### src/rtl/lcplc_bit_unpacker.sv
// Word-to-field bitstream unpacker: buffers MSB-first packed words in a 2-word
// left-aligned bit buffer and serves variable-width right-aligned fields.
module lcplc_bit_unpacker #(
  parameter int WORD_WIDTH_LOG = 5
) (
  input  logic                      clk,
  input  logic                      rst,
  input  logic [(1<<WORD_WIDTH_LOG)-1:0] input_data,
  input  logic                      input_valid,
  output logic                      input_ready,
  input  logic                      input_last,
  input  logic [WORD_WIDTH_LOG:0]   output_width,
  input  logic                      output_ready,
  output logic                      output_valid,
  output logic [(1<<WORD_WIDTH_LOG)-1:0] output_data,
  input  logic                      flush,
  output logic [WORD_WIDTH_LOG+1:0] bits_available,
  output logic                      stream_end
);

  localparam int W  = 1 << WORD_WIDTH_LOG;
  localparam int OW = WORD_WIDTH_LOG + 1;
  localparam int CW = WORD_WIDTH_LOG + 2;

  typedef enum logic {FILL, DRAIN} state_t;

  state_t          state, state_next;
  logic [2*W-1:0]  bit_buf, buf_next;
  logic [CW-1:0]   occ, occ_next, occ_after_rd;
  logic [OW-1:0]   width_sat;
  logic            rd_fire, wr_fire;

  // Out-of-range widths are clamped to a full word rather than over-reading.
  always_comb begin
    width_sat = output_width;
    if (output_width > OW'(W)) width_sat = OW'(W);
  end

  assign input_ready    = rst && (state == FILL) && (occ <= CW'(W)) && !flush;
  assign output_valid   = rst && (occ >= CW'(width_sat)) && !flush;
  assign output_data    = rst ? (bit_buf[2*W-1:W] >> (OW'(W) - width_sat)) : '0;
  assign bits_available = occ;
  assign stream_end     = (state == DRAIN);

  assign rd_fire = output_valid && output_ready;
  assign wr_fire = input_valid && input_ready;

  // Read shift happens first so a same-cycle word lands right behind the
  // bits that survive the read.
  always_comb begin
    occ_after_rd = occ;
    buf_next     = bit_buf;
    if (rd_fire) begin
      occ_after_rd = occ - CW'(width_sat);
      buf_next     = bit_buf << width_sat;
    end
    occ_next = occ_after_rd;
    if (wr_fire) begin
      buf_next = buf_next | ({input_data, {W{1'b0}}} >> occ_after_rd);
      occ_next = occ_after_rd + CW'(W);
    end
  end

  always_comb begin
    state_next = state;
    if (flush)
      state_next = FILL;
    else if (wr_fire && input_last)
      state_next = DRAIN;
  end

  always_ff @(posedge clk or negedge rst) begin
    if (!rst)
      state <= FILL;
    else
      state <= state_next;
  end

  always_ff @(posedge clk or negedge rst) begin
    if (!rst) begin
      bit_buf <= '0;
      occ     <= '0;
    end else if (flush) begin
      bit_buf <= '0;
      occ     <= '0;
    end else begin
      bit_buf <= buf_next;
      occ     <= occ_next;
    end
  end

endmodule

### config.mk
export PLATFORM = sky130hd
export DESIGN_NAME = lcplc_bit_unpacker
export DESIGN_NICKNAME = d
export VERILOG_FILES = /design/src/rtl/lcplc_bit_unpacker.sv
export SDC_FILE = /design/constraint.sdc
export NUM_CORES = 1
export LEC_CHECK = 0
export ABC_AREA = 1
export ABC_CLOCK_PERIOD_IN_PS = 4100
export BUFFER_PORTS_ARGS = -buffer_cell sky130_fd_sc_hd__buf_2
export CAP_MARGIN = 20
export CORE_MARGIN = 2
export CORE_UTILIZATION = 35
export DETAILED_ROUTE_END_ITERATION = 16
export HOLD_SLACK_MARGIN = 0.15
export PLACE_DENSITY_LB_ADDON = 0.2
export SLEW_MARGIN = 15
export SYNTH_ARGS = -nofsm -noshare
export SYNTH_HDL_FRONTEND = slang
export SYNTH_SLANG_ARGS = --single-unit
### constraint.sdc
create_clock -name clk -period 4.1 [get_ports clk]
set_input_delay 0.82 -clock clk [delete_from_list [all_inputs] [get_ports clk]]
set_output_delay 0.82 -clock clk [all_outputs]
set_load 0.05 [all_outputs]
-- Word level (Yosys, flattened, before mapping)
Cells that the tools add are included.
- register bits: 72
- bits in latches: 0
- bits in writable memories: 0
- memory bits (read-only): 0
- bits of input ports: 44
- output and inout port bits: 42
- logic and storage cells: 34
- memories: 0
- $add $sub $neg: 3
- multiply operators: 0
- divide/modulo/power cells: 0
- $lt $le $gt $ge: 3
- eq/ne operators: 0
- shifts and indexed selects: 3
- multiplexer cells: 10
- bitwise operators: 2
- reduce and logical (&&, ||, !) cells: 10
- operators with widths (kind ; count):
    $mux W64 ; 3
    $or A64 B64 Y64 ; 1
    $shl A64 B6 Y64 ; 1
    $shr A64 B7 Y64 ; 1
    $mux W32 ; 1
    $shr A32 B6 Y32 ; 1
    $mux W7 ; 3
    $logic_and A1 B1 Y1 ; 8
    $add A7 B6 Y7 const B ; 1
    $ge A7 B6 Y1 ; 1
    $le A7 B6 Y1 const B ; 1
    $sub A7 B6 Y7 ; 1
    $gt A6 B6 Y1 const B ; 1
    $mux W6 ; 1
    $sub A6 B6 Y6 const A ; 1
    $mux W1 ; 2
    $reduce_bool A2 Y1 ; 1
    $logic_not A1 Y1 ; 1
    $not A1 Y1 ; 1

-- Logic depth before layout (Yosys ltp)
- depth after elaboration: 11
- gate-level depth with buffers: 28

-- Least setup slack after synthesis
OpenSTA, ideal clock, no wires.
- path type: input to output
- start point: input port output_width[4]
- end point: output port output_data[0]
- arrival time: 4.277 ns
- data required time: 3.280 ns
- slack: -0.997 ns
- stages on the path: 17
- path buffers: 6
- path through: buf_6 > inv_2 > nand4_1 > nand2_1 > nand2_1 > buf_2 > buf_2 > buf_2 > ha_1 > clkbuf_1 > inv_2 > buf_1 > mux2i_1 > mux2i_1 > mux2i_1 > inv_1 > o21ai_0
- longest elaborated chain between the ends: 5
- RTL lines (what ; RTL line ; RTL):
    start, declared ; 12 ; input logic [WORD_WIDTH_LOG:0] output_width,
    $gt A6 B6 Y1 ; 36 ; if (output_width > OW'(W)) width_sat = OW'(W);
    $mux W6 * ; 36 ;
    $sub A6 B6 Y6 * ; 41 ; assign output_data = rst ? (bit_buf[2*W-1:W] >> (OW'(W) - width_sat)) : '0;
    $shr A32 B6 Y32 * ; 41 ;
    $mux W32 * ; 41 ;
    end, declared ; 15 ; output logic [(1<<WORD_WIDTH_LOG)-1:0] output_data,
Mark *: on every way between the ends. The rest lies on a longest branch, timed or not.

-- Final worst setup path
- start point: input port output_width[3]
- end point: output port output_data[12]
The elaborated chain is that of the path after synthesis.

==> flow_summary.json <==
{
  "grt_max_degree": 75,
  "setup_ws_ns": 0.132,
  "die-height_um": 185,
  "post_dp_cell_area_sq_mm": 0.0135,
  "synth.distinct_cells": 46,
  "worst_pin_slew_ns": 1.03,
  "hp-class": "flop to flop",
  "ant_nets": 0,
  "p_sw_share_pct": 47.2,
  "wl_met2_mm": 24.7,
  "maxCapViolations": 0,
  "grt_overflow": 0,
  "post-route-period-util_pct": 96.8,
  "clk_latency_ns": 0.35,
  "cp.arrival_ns": 3.15,
  "layout_commonest_cell": "nand2_1",
  "highest-signal-layer": "met5",
  "fmax_mhz": 252,
  "synth_ff_type": "dfrtp_1",
  "coreArea_sq_mm": 0.0324,
  "path_max_fanout": 15,
  "synth_top_cell_by_area": "nand2_1",
  "synth.area.top_cells": "nand2_1 (21%), nand3_1 (20%), dfrtp_1 (16%), o21ai_0 (9.4%), inv_1 (4.4%)",
  "viasPerCell": 5.76,
  "syn_inst": 2122,
  "cts.path.max_buffers": 2,
  "final_nets": 2294,
  "drt-initial-drc-count": 1713,
  "multi_input_area_sq_mm": 0.00865,
  "htree_levels": 3,
  "pwr-share-clk_pct": 22.8,
  "grt_first_pass_wirelength_mm": 83.0,
  "clkTransAtPathRegs_ns": 0.06,
  "p_per_area_mw_per_mm2": 290,
  "power.switching_uw": 1920,
  "synth_top_cell_area_share_pct": 21.3,
  "path_class": "primary input to primary output",
  "cts_sinks": 72,
  "ys_warn_count": 0,
  "gp_congestion": 1.03,
  "sequentialPowerShare_pct": 20.0,
  "routed-wl-met3_mm": 3.67,
  "grt_pass1_vias": 14200,
  "grtUsageTotal_pct": 31.5,
  "syn-cell-area_sq_mm": 0.0115,
  "setup_viol": 0,
  "wl_met1_mm": 22.8,
  "slew-limit-headroom_pct": 31.2,
  "io_buffers": 85,
  "syn-num-nets": 2174,
  "cts_root_buf": "clkbuf_16",
  "slew_violations": 0,
  "peakVddDrop_uv": 193,
  "final_cell_mix": "nand2_1 (646), nand3_1 (467), o21ai_0 (201), buf_4 (170), inv_1 (134)",
  "cts_tree": "yes",
  "num_antenna_cells": 0,
  "p_comb_share_pct": 57.1,
  "die-area_sq_mm": 0.0342,
  "vias": 15500,
  "seq_area_sq_mm": 0.00180,
  "syn_to_final_growth_pct": 22.7,
  "post-route-drc-count": 0,
  "dp_hpwl_mm": 42.7,
  "crit_required_ns": 3.28,
  "power.internal_uw": 2150,
  "p_leak_uw": 0.00660,
  "crit_path_end_kind": "primary output",
  "post-route-min-period_ns": 3.97,
  "routed_wl_mm": 54.0,
  "wl_per_cell_um": 20.1,
  "cts_inserted_buffers": 9,
  "power_uw": 4080,
  "preCtsSetupSlack_ns": -0.137,
  "postSynth.asyncResetShare_pct": 100,
  "drive_gt1_share_pct": 16.9,
  "status": "finished, final reports clean",
  "die_w_um": 185,
  "stdcell_area_sq_mm": 0.0140,
  "hold_buffers": 0,
  "start_util_pct": 35.4,
  "synth.ff_latch_count": 72,
  "worstSetupStartpointType": "primary input",
  "io_pins": 86,
  "final_hold_viol_count": 0,
  "holdWs_ns": 0.542,
  "rows": 66,
  "antenna_found_initial": 1,
  "fin_skew_ns": 0.0150,
  "postSynthAreaPerCell_sq_um": 5.40,
  "synth_edf_count": 0,
  "fill_cells": 3656,
  "seq_area_frac_synth_pct": 15.7,
  "drtPass1Iterations": 7
}
cell type report:
class	instances	share of cell area, %
Clock buffer	11	1.73
Clock inverter	5	0.739
Inverter	151	4.09
Multi-Input combinational cell	1739	61.6
Sequential cell	72	12.8
Tap cell	442	3.94
Timing Repair Buffer	268	15.0
Timing Repair inverter	1	0.0445
final timing paths:
| check | depth (start not counted) | slack (ns) | endpoint | from |
|---|---|---|---|---|
| max in group asynchronous | 2 | 2.69 | bit_buf[63]$_DFF_PN0_ | rst |
| max reg2reg | 16 | 0.96 | bit_buf[1]$_DFF_PN0_ | bits_available[4]$_DFF_PN0_ |
| max | 18 | 0.13 | output_data[12] | output_width[3] |
| min reg2reg | 1 | 0.54 | stream_end$_DFFE_PN0P_ | stream_end$_DFFE_PN0P_ |
| min in group asynchronous | 2 | 0.71 | bit_buf[19]$_DFF_PN0_ | rst |
| min | 1 | 0.54 | stream_end$_DFFE_PN0P_ | stream_end$_DFFE_PN0P_ |
synthesized netlist by cell type (7+ instances only):
library cell  number
nand3_1          467
or2_2              8
inv_1            134
ha_1               7
dfrtp_1           72
buf_1             19
a31oi_1           14
buf_4             10
nand4_1           25
o211ai_1          35
mux2i_1           19
o22ai_1           16
buf_2             60
nor2_1            77
a21oi_1           95
clkbuf_1          64
o21ai_0          215
nand2_1          651
inv_2             16
o21ai_1           49
power by group through the flow:
stage	clock (uW)	sequential (uW)	combinational [uW]
global placement	0	827	2240
CTS	944	814	2260
detailed placement	0	826	2240
finish	930	817	2330
floorplan	0	814	1450
global route	973	822	2530
sequential cells by signal, summed over array words and instances (netlist names):
signal          flops
bit_buf            64
bits_available      7
stream_end          1
critical path, cell delays in order:
cell     delay (ns)
buf_2          0.09
inv_1          0.07
nand4_1        0.10
nand2_1        0.07
buf_4          0.15
nand2_4        0.14
inv_2          0.06
buf_4          0.21
nor3_2         0.20
inv_1          0.10
nand2_1        0.07
nand2_1        0.10
buf_4          0.22
buf_4          0.16
a21oi_1        0.16
nand2_1        0.09
o21ai_2        0.05
buf_2          0.27
metal layers:
metal | track usage, % | vias to the layer above
met5 | 0 | -
met3 | 2.56 | 139
met1 | 41.5 | 7151
li1 | - | 7435
met2 | 52.1 | 760
met4 | 15.3 | 2
per-stage QoR:
stage	util (%)	cells	setup TNS [ns]
2_1_floorplan	-	2122	-0.397
3_3_place_gp	41.8	2668	-3.91
3_5_place_dp	41.8	2668	-3.23
4_1_cts	42.9	2684	0
5_1_grt	43.4	2689	-0.00877
6_report	43.4	2689	0
logic make-up (layout without fill, tap and decap cells):
logic type	count (synthesis)	count (layout)	share of synthesized area (%)
AND/OR/NAND/NOR	1262	1262	48.3
AO/OA/AOI/OAI	444	444	21.3
buffers and inverters	311	436	11.7
flip-flops	72	72	15.7
multiplexers	19	19	1.66
adder cells (fa/ha/maj)	8	8	0.940
XOR/XNOR	6	6	0.459
timing repair:
item,CTS,global route
pin swaps,0,1
hold endpoints to repair,0,0
setup buffers,0,4
resized for setup,13,37
setup endpoints to repair,32,37
cloned,0,1
(Power assumes the default switching activity.)
